**config.mk**
```make
export PLATFORM = sky130hd
export DESIGN_NAME = gold_nic
export DESIGN_NICKNAME = d
export VERILOG_FILES = /design/src/rtl/gold_nic.sv
export SDC_FILE = /design/constraint.sdc
export NUM_CORES = 1
export LEC_CHECK = 0
export CORE_AREA = 2 2 99 172
export CTS_BUF_LIST = sky130_fd_sc_hd__clkbuf_2 sky130_fd_sc_hd__clkbuf_4 sky130_fd_sc_hd__clkbuf_8
export DETAILED_ROUTE_END_ITERATION = 8
export DIE_AREA = 0 0 101 174
export GPL_ROUTABILITY_DRIVEN = 1
export PLACE_DENSITY = 0.92
export SLEW_MARGIN = 20
export SYNTH_ARGS = -nofsm -noshare
export SYNTH_HDL_FRONTEND = slang
export SYNTH_SLANG_ARGS = --single-unit
```
**constraint.sdc**
```tcl
create_clock -name clk -period 1.9 [get_ports clk]
set_clock_uncertainty 0.1 [all_clocks]
set_input_delay 0.19 -clock clk [delete_from_list [all_inputs] [get_ports clk]]
set_output_delay 0.19 -clock clk [all_outputs]
set_load 0.01 [all_outputs]
```
**src/rtl/gold_nic.sv**
```systemverilog
// gold_nic: single-entry in/out buffered NIC between a PE and the gold_router PE port.
// Define NIC_STAT_EN to add 16-bit tx/rx transfer counters reported in status reads.
module gold_nic #(
  parameter int PACKET_SIZE = 64
) (
  input  logic                   clk,
  input  logic                   reset,
  input  logic [1:0]             addr,
  input  logic [PACKET_SIZE-1:0] d_in,
  output logic [PACKET_SIZE-1:0] d_out,
  input  logic                   nicEn,
  input  logic                   nicWrEn,
  output logic                   net_so,
  input  logic                   net_ri,
  output logic [PACKET_SIZE-1:0] net_do,
  input  logic                   net_polarity,
  input  logic                   net_si,
  output logic                   net_ro,
  input  logic [PACKET_SIZE-1:0] net_di
);

  localparam logic [1:0] A_IN_BUF  = 2'b00;
  localparam logic [1:0] A_IN_STAT = 2'b01;
  localparam logic [1:0] A_OUT_BUF = 2'b10;
  localparam logic [1:0] A_OUT_STAT = 2'b11;

  logic [PACKET_SIZE-1:0] r_out_buf, r_in_buf, r_d_out;
  logic                   r_out_full, r_in_full;
  logic                   w_wr_out, w_rd, w_rd_in, w_tx, w_rx;
  logic [PACKET_SIZE-1:0] w_in_stat, w_out_stat;

  assign w_wr_out = nicEn & nicWrEn & (addr == A_OUT_BUF);
  assign w_rd     = nicEn & ~nicWrEn;
  assign w_rd_in  = w_rd & (addr == A_IN_BUF);

  // A packet may only enter on the VC the router is currently accepting.
  assign net_so = r_out_full & (r_out_buf[PACKET_SIZE-1] == net_polarity);
  assign net_do = r_out_buf;
  assign net_ro = ~r_in_full;
  assign w_tx   = net_so & net_ri;
  assign w_rx   = net_si & net_ro;
  assign d_out  = r_d_out;

  // w_tx implies r_out_full, so a write racing a transfer is naturally dropped.
  always_ff @(posedge clk or negedge reset) begin
    if (!reset) begin
      r_out_buf  <= '0;
      r_out_full <= 1'b0;
    end else if (w_tx) begin
      r_out_full <= 1'b0;
    end else if (w_wr_out && !r_out_full) begin
      r_out_buf  <= d_in;
      r_out_full <= 1'b1;
    end
  end

  always_ff @(posedge clk or negedge reset) begin
    if (!reset) begin
      r_in_buf  <= '0;
      r_in_full <= 1'b0;
    end else if (w_rx) begin
      r_in_buf  <= net_di;
      r_in_full <= 1'b1;
    end else if (w_rd_in) begin
      r_in_full <= 1'b0;
    end
  end

`ifdef NIC_STAT_EN
  logic [15:0] r_tx_cnt, r_rx_cnt;

  always_ff @(posedge clk or negedge reset) begin
    if (!reset) begin
      r_tx_cnt <= '0;
      r_rx_cnt <= '0;
    end else begin
      if (w_tx) r_tx_cnt <= r_tx_cnt + 16'd1;
      if (w_rx) r_rx_cnt <= r_rx_cnt + 16'd1;
    end
  end

  always_comb begin
    w_in_stat         = '0;
    w_out_stat        = '0;
    w_in_stat[0]      = r_in_full;
    w_out_stat[0]     = r_out_full;
    w_in_stat[31:16]  = r_rx_cnt;
    w_out_stat[31:16] = r_tx_cnt;
  end
`else
  always_comb begin
    w_in_stat     = '0;
    w_out_stat    = '0;
    w_in_stat[0]  = r_in_full;
    w_out_stat[0] = r_out_full;
  end
`endif

  always_ff @(posedge clk or negedge reset) begin
    if (!reset) begin
      r_d_out <= '0;
    end else if (w_rd) begin
      case (addr)
        A_IN_BUF:   r_d_out <= r_in_buf;
        A_IN_STAT:  r_d_out <= w_in_stat;
        A_OUT_BUF:  r_d_out <= '0;
        A_OUT_STAT: r_d_out <= w_out_stat;
        default:    r_d_out <= '0;
      endcase
    end
  end

endmodule

```
== After elaboration in Yosys (flattened, before gate mapping) ==
Index checks and enable logic that the tools add are counted.
Storage, ports and cells
  RAM bits: 0
  output and inout port bits: 130
  memory bits (read-only): 0
  bits in latches: 0
  bits in registers: 194
  word-level logic and storage cells: 30
  memories kept: 0
Cells by class
  multipliers: 0
  bitwise logic cells: 10
  divide/modulo/power cells: 0
  add/sub/neg operators: 0
  shifts and indexed selects: 0
  reductions and logical operators: 6
  order comparisons: 0
  muxes and demuxes: 5
  equality and inequality tests: 4
Operator list (count)
  $pmux W64 S4: 1
  $and A1 B1 Y1: 7
  $eq A2 B2 Y1 const B: 2
  $mux W1: 4
  $reduce_bool A2 Y1: 2
  $not A1 Y1: 3
  $eq A2 B1 Y1 const B: 1
  $logic_not A2 Y1: 1
  $reduce_and A2 Y1: 1
  $eq A1 B1 Y1: 1
  $logic_and A1 B1 Y1: 1
  $logic_not A1 Y1: 1

== Depth between registers and ports, before layout ==
Gate-level depths: netlist of run 1.
  depth in word-level cells: 5
  mapped depth: 5

== Least setup slack after synthesis of run 1 ==
OpenSTA, ideal clock, no wires.
  kind: register -> register
  from: register r_in_full
  to: register r_in_buf[14]
  arrival: 1.237 ns
  path slack: 0.438 ns
  path buffers: 2
  clock period less this slack: 1.462 ns
  stages on the path, launching flop included: 5
  path through: dfrtp_1 > nor2b_1 > buf_2 > buf_2 > mux2_2
On the way
  longest elaborated chain between the ends: 2
Ends and longest elaborated chain
  from (decl): RTL line 28  | logic r_out_full, r_in_full;
  from (signal assigned): RTL line 60  | r_in_full <= 1'b0;
  from (signal assigned): RTL line 63  | r_in_full <= 1'b1;
  from (signal assigned): RTL line 65  | r_in_full <= 1'b0;
  $not A1 Y1: RTL line 39  | assign net_ro = ~r_in_full;
  $and A1 B1 Y1: RTL line 41  | assign w_rx = net_si & net_ro;
  to (signal assigned): RTL line 62  | r_in_buf <= net_di;
  to (decl): RTL line 27  | logic [PACKET_SIZE-1:0] r_out_buf, r_in_buf, r_d_out;
No other way between the ends.
A chain may end at the register's enable or synchronous reset.

== Worst setup path after layout of run 1 ==
  from: register r_out_buf[63] (netlist: net_do[63])
  to: output net_so
On the way
  longest elaborated chain between the ends: 2
Ends and longest elaborated chain
  from (decl): RTL line 27
  from (signal assigned): RTL line 52  | r_out_buf <= d_in;
  $eq A1 B1 Y1: RTL line 37  | assign net_so = r_out_full & (r_out_buf[PACKET_SIZE-1] == net_polarity);
  $and A1 B1 Y1: RTL line 37
  to (decl): RTL line 13  | output logic net_so,
No other way between the ends.

==> reports/qor.txt, run 1 <==
RD Place Congestion - 0.752
RSZ-0062 raised after global routing - no
Routed vias/inst - 5.32
CTS clk-pin slew, worst paths - 100 ps
I/O Buffers - 266
Ports - 267
CTS buffer count - 17
Drt pass-1 iters - 4
Clock root cell - clkbuf_8
# DRC - 0
Critical path startpoint category - flip-flop
Die ar. - 17,600 um2
P_leak - 4.85 nW
Max VDD drop - 0.765 mV
Cell Chain, Critical Path - xnor2_1 -> and2_1 -> dlygate4sd2_1
YS warnings - 0
Mean Syn Cell Area - 17.1 um2
Slew margin rel. - 0.718
Slowest CP cell - dfrtp_1
Clock Latency Late Sink - 460 ps
Sequential power share - 0.480
GRT Overall Usage - 0.222
Status - complete, no violations
Fraction of layout cells with a size suffix above 1 - 0.260
Min-delay worst type - input port to asynchronous set/reset pin
Setup violations, final - 0
TritonCTS clock tree - built
Post-Place Cells - 880
Library cells used by synthesis - 22
Total stage count of the critical path - 3
Area of the mapped netlist - 7300 um2
Seq/Total Area, Yosys - 0.665
TritonCTS Sinks - 194
1st-iter DRT viols - 93
ANT nets after route - 0
H-tree depth - 4
Post-route insts no fill - 914
Initial antenna violation count - 0
Final period utilization - 0.938
Sw Share - 0.278
Seq cells post-synth - 194
FF-to-FF path depth - 5
Minimum clock period - 1780 ps
Routed via count - 4,865
Core area - 16,300 um2
Row count - 62
Final hold vios - 0
Max Freq - 561 MHz
Highest net fanout along the worst path - 2
Clock Power Share - 0.208
Syn nets - 565
Vias in the first global route - 5,373
CP top delay family - flip-flops
Initial Utilization - 0.448
Worst Max-Slew Pin Slew - 422 ps
Nets - 846
Commonest cells after routing, fill and taps aside - clkdlybuf4s50_1 (262), dfrtp_1 (194), mux2_2 (80)
Die X - 101 um
Ant diodes - 0
Total Neg Setup Slack - 0 ps
Internal power - 9.43 mW
Portion of total power attributed to combinational logic - 0.312
Slowest stage delay, CP - 430 ps
First-pass GRT wire length - 29.5 mm
Commonest non-fill, non-tap cell in the layout - clkdlybuf4s50_1
Largest net degree at the start of global routing - 66
Global route overflow - 0
Layout overhead on the synthesized area - 47.7%
Hpwl dp - 14.0 mm
Post-Route WL - 19.0 mm
Max-Cap Viols - 0
Routed WL per cell - 20.8 um
Power Dens Cells - 1210 nW/um2
Critical path buffers and inverters - 1
Mapped Cells - 428
Max Buffers Root-to-Sink - 2
Final hold slack - 127 ps
Critical path data required time - 1610 ps
Data arrival time of the worst path - 1490 ps
Sw power - 3.63 mW
Die Y - 174 um
Critical path endpoint category - primary output
Fin. max-slew vios - 0
Setup CP Type - flip-flop to primary output
-- metal layers --
metal  track usage  vias up  part of all wire
met3        0.0595       61             0.063
met5             0        -                 0
met4         0.124        0             0.051
met2         0.389      224              0.54
met1         0.237     2467              0.35
li1              -     2113                 -
-- layout make-up --
type | count | area (um2)
Fill cell | 1110 | 5500
Sequential cell | 194 | 4850
Timing Repair Buffer | 289 | 2980
Multi-Input combinational cell | 205 | 2290
Clock buffer | 21 | 283
Tap cell | 192 | 240
Clock inverter | 11 | 129
Inverter | 2 | 7.51
-- power by group through the flow --
| stage | Clock, mW | Sequential [mW] | Combinational [mW] |
|---|---|---|---|
| final | 2.72 | 6.27 | 4.07 |
| after global routing | 2.98 | 6.41 | 4.32 |
| after CTS | 2.79 | 6.27 | 4.14 |
| after detailed placement | 0 | 6.34 | 4.11 |
| after global placement | 0 | 6.20 | 3.91 |
| after floorplan | 0 | 6.40 | 1.73 |
-- cell usage after synthesis --
master      n  area [um2]
dfrtp_1   194        4850
mux2_2     80         901
a22o_1     63         552
mux2_4     49         736
buf_2      15        75.1
buf_1       5        18.8
buf_6       5        56.3
inv_1       2        7.51
nor2_1      2        7.51
a21bo_2     1        10.0
a21oi_1     1        5.00
a221oi_1    1        8.76
and2_1      1        6.26
buf_4       1        7.51
clkbuf_1    1        3.75
nand2_1     1        3.75
nand2b_1    1        6.26
nand4_1     1        6.26
nor2b_1     1        6.26
nor3_4      1        16.3
o21bai_1    1        7.51
xnor2_1     1        8.76
-- what timing repair did --
action,CTS,global route
endpoints found under the setup margin,1,2
hold buffers,1,0
pin swaps,1,0
resized for setup,1,2
buffers inserted,1,0
hold endpoints to repair,170,0
cloned,0,0
-- flip-flops by register name, indices dropped and copies added (netlist names) --
name and count:
d_out 64, net_do 64, r_in_buf 64, r_in_full 1
r_out_full 1
-- stage by stage --
step	setup slack [ps]	power, mW	util	area, um2
2_1_floorplan	438	8.13	-	7300
3_3_place_gp	66.6	10.1	0.636	10400
3_5_place_dp	58.6	10.4	0.636	10400
4_1_cts	11.1	13.2	0.662	10800
5_1_grt	31.8	13.7	0.662	10800
6_report	117	13.1	0.662	10800
-- path summary, 6_finish.rpt --
| check | slack (ps) | endpoint | from |
|---|---|---|---|
| worst max-delay path | 120 | net_so | net_do[63] |
| worst min-delay path | 130 | d_out[26] | reset |
| worst max register to register | 290 | net_do[56] | r_out_full |
| worst min register to register | 400 | d_out[12] | r_in_buf[12] |
| max in group asynchronous | 900 | d_out[53] | reset |
| min in group clk | 230 | net_do[6] | d_in[6] |
-- cells by family after synthesis --
kind of cell	Yosys count	synth area share
compound gates	67	0.0798
xor+xnor	1	0.00120
buf+inv	29	0.0231
flops	194	0.665
mux	129	0.224
simple gates	8	0.00720
No activity file was read; power rests on OpenSTA's default activity.
==> inputs of run 2 (changes only) <==
Settings changed: CAP_MARGIN from default to 30, CORE_AREA 2 2 99 172 to 2 2 87 151, DIE_AREA 0 0 101 174 to 0 0 89 153, DONT_BUFFER_PORTS from default to 1, PLACE_DENSITY 0.92 to 0.74.
==> run 2 against run 1 <==
Net effect:
- the flow now stops in clock tree synthesis
- synthesized cell count unchanged
- synthesized area did not move
==> reports/qor.txt, run 2 <==
Area of the mapped netlist - 7300 um2
Mean Syn Cell Area - 17.1 um2
Post-Place Cells - 580
Most common cell in the synthesized netlist - dfrtp_1
H-tree depth - 4
Die X - 89 um
Post-CTS Resized - 0
Err - [ERROR RSZ-0060] Max buffer count reached.
EDFF count, synth - 0
Post-synth top area share - 0.665
YS warnings - 0
CTS buffer count - 17
Row count - 54
Seq/Total Area, Yosys - 0.665
Initial Utilization - 0.588
Max Buffers Root-to-Sink - 2
Synth top area cells - dfrtp_1 (66%), mux2_2 (12%), mux2_4 (10%)
Syn nets - 565
Seq cells post-synth - 194
Mapped Cells - 428
Library cells used by synthesis - 22
RD Place Congestion - 0.793
Ys flop type - dfrtp_1
Post-synth ARST share - 1.00
Clock root cell - clkbuf_8
TritonCTS Sinks - 194
Post-CTS Setup Inserts - 0
I/O Buffers - 0
Die Y - 153 um
Ports - 267
Post-CTS Hold Fix Bufs - 123
Status - aborted with a tool error
Hpwl dp - 9.92 mm
Dominant cell type by area after synthesis - dfrtp_1
Failed at - clock tree synthesis
Commonest cells in the netlist - dfrtp_1 (194), mux2_2 (80), a22o_1 (63)
run 2: cell counts after synthesis:
No cell type changed its count.
run 2: stage by stage:
| stage | util | area (um2) | setup slack, ps | hold WS (ps) |
|---|---|---|---|---|
| floorplan | - | 7300 | 438 | -206 |
| global placement | 0.603 | 7500 | 292 | -202 |
| detailed placement | 0.603 | 7500 | 246 | -201 |
run 2: cells by family after synthesis:
group | synth area share
AND/OR/NAND/NOR | 0.00720
XOR/XNOR | 0.00120
buffers and inverters | 0.0231
flip-flops | 0.665
multiplexers | 0.224
AO/OA/AOI/OAI | 0.0798
==> inputs of run 3 (changes only) <==
Settings changed: CORE_AREA 2 2 87 151 to 2 2 139 141, CTS_BUF_LIST sky130_fd_sc_hd__clkbuf_2 sky130_fd_sc_hd__clkbuf_4 sky130_fd_sc_hd__clkbuf_8 to default, DIE_AREA 0 0 89 153 to 0 0 141 143, PLACE_DENSITY 0.74 to default, PLACE_DENSITY_LB_ADDON from default to 0.15.
==> run 3 against run 2 <==
Net effect:
- the flow now finishes, with violations (hold timing)
==> reports/qor.txt, run 3 (synthesized netlist as in run 1, its figures left out) <==
Status - finished with violations
Slew margin rel. - 0.670
Minimum clock period - 1800 ps
Core area - 18,600 um2
Die X - 141 um
RD Place Congestion - 0.691
I/O Buffers - 0
Setup CP Type - flip-flop to flip-flop
Die ar. - 20,200 um2
Global route overflow - 0
Final setup margin - 100 ps
Clock Power Share - 0.299
Die Y - 143 um
Post-route insts no fill - 807
Min-delay worst type - input port to asynchronous set/reset pin
Final instance area - 9490 um2
Critical path startpoint category - flip-flop
CP top delay family - buffers and inverters
Routed WL per cell - 20.2 um
Setup violations, final - 0
Data arrival time of the worst path - 2000 ps
Ports - 267
Row count - 50
Critical path endpoint category - flip-flop
Post-CTS Hold Fix Bufs - 132
Final hold vios - 194
Commonest cells after routing, fill and taps aside - dfrtp_1 (194), dlygate4sd3_1 (132), mux2_2 (80)
Fraction of layout cells with a size suffix above 1 - 0.302
Slowest stage delay, CP - 590 ps
Largest net degree at the start of global routing - 195
Max VDD drop - 0.565 mV
Commonest non-fill, non-tap cell in the layout - dfrtp_1
Final hold slack - -639 ps
Routed vias/inst - 5.20
ANT nets after route - 0
Sw Share - 0.275
Post-CTS Resized - 0
Post-Place Cells - 643
1st-iter DRT viols - 144
Initial antenna violation count - 0
Max Freq - 556 MHz
Sw power - 3.45 mW
P_leak - 4.35 nW
Internal power - 9.12 mW
Max Buffers Root-to-Sink - 2
Nets - 697
Vias in the first global route - 4,662
Clock root cell - clkbuf_16
Power Dens Cells - 1320 nW/um2
First-pass GRT wire length - 25.7 mm
Register area - 4850 um2
Multi-input logic area - 2290 um2
TritonCTS clock tree - built
Sequential power share - 0.527
Worst Max-Slew Pin Slew - 494 ps
Ant diodes - 0
CTS buffer count - 17
GRT Overall Usage - 0.163
Setup Slack @ Placement - 287 ps
Layout overhead on the synthesized area - 29.9%
Fill cells - 1,538
Portion of total power attributed to combinational logic - 0.173
Hpwl dp - 10.0 mm
# DRC - 0
RSZ-0062 raised after global routing - no
Post-CTS Setup Inserts - 0
Max-Cap Viols - 0
Post-Route WL - 16.3 mm
TritonCTS Sinks - 194
Final Util - 0.511
Total Neg Setup Slack - 0 ps
CTS clk-pin slew, worst paths - 70 ps
H-tree depth - 4
Total power - 12.6 mW
Final period utilization - 0.947
Critical path buffers and inverters - 1
Clock Latency Late Sink - 420 ps
Routed via count - 4,193
Cell Chain, Critical Path - mux2_2 -> a221oi_1 -> dlygate4sd3_1 -> a21oi_1
Initial Utilization - 0.393
Fin. max-slew vios - 0
Critical path data required time - 2100 ps
Highest net fanout along the worst path - 3
Placement Cell Area - 7540 um2
Drt pass-1 iters - 4
Failing checks - hold timing
Slowest CP cell - dlygate4sd3_1
## run 3: final cells by class
type / instances / area share
clock inverter: 15 / 0.0208
sequential: 194 / 0.512
tap: 234 / 0.0309
inverter: 2 / 0.000791
clock buffer: 17 / 0.0448
multi-input combinational: 205 / 0.241
timing repair buffer: 140 / 0.150
## run 3: path summary, 6_finish.rpt
path	startpoint	endpoint	cells after the start	slack [ps]
max reg2reg	r_in_full	d_out[0]	4	100
max	r_in_full	d_out[0]	4	100
max in group asynchronous	reset	d_out[0]	0	2150
min	reset	d_out[26]	0	-640
min reg2reg	r_in_buf[16]	d_out[16]	1	390
min in group clk	addr[1]	r_in_full	3	50
## run 3: power groups by stage
stage / combinational [mW] / clock [mW] / sequential, mW
after floorplan: 1.73 / 0 / 6.40
after global placement: 1.88 / 0 / 6.66
after global routing: 2.36 / 4.08 / 6.79
final: 2.18 / 3.76 / 6.63
after CTS: 2.19 / 3.89 / 6.63
after detailed placement: 1.95 / 0 / 6.71
## run 3: metal layers
layer	vias up	GRT usage	wire (um)	part of all wire
met5	-	0	0	0
met4	0	0.0479	194	0.012
met3	14	0.0761	1540	0.094
met2	173	0.265	7760	0.47
met1	2178	0.197	6850	0.42
li1	1828	-	-	-
==> inputs of run 4 (changes only) <==
Settings changed: SETUP_SLACK_MARGIN from default to 0.02.
==> results of run 4 <==
No change in the layout: final DEF, timing and power equal those of run 3.
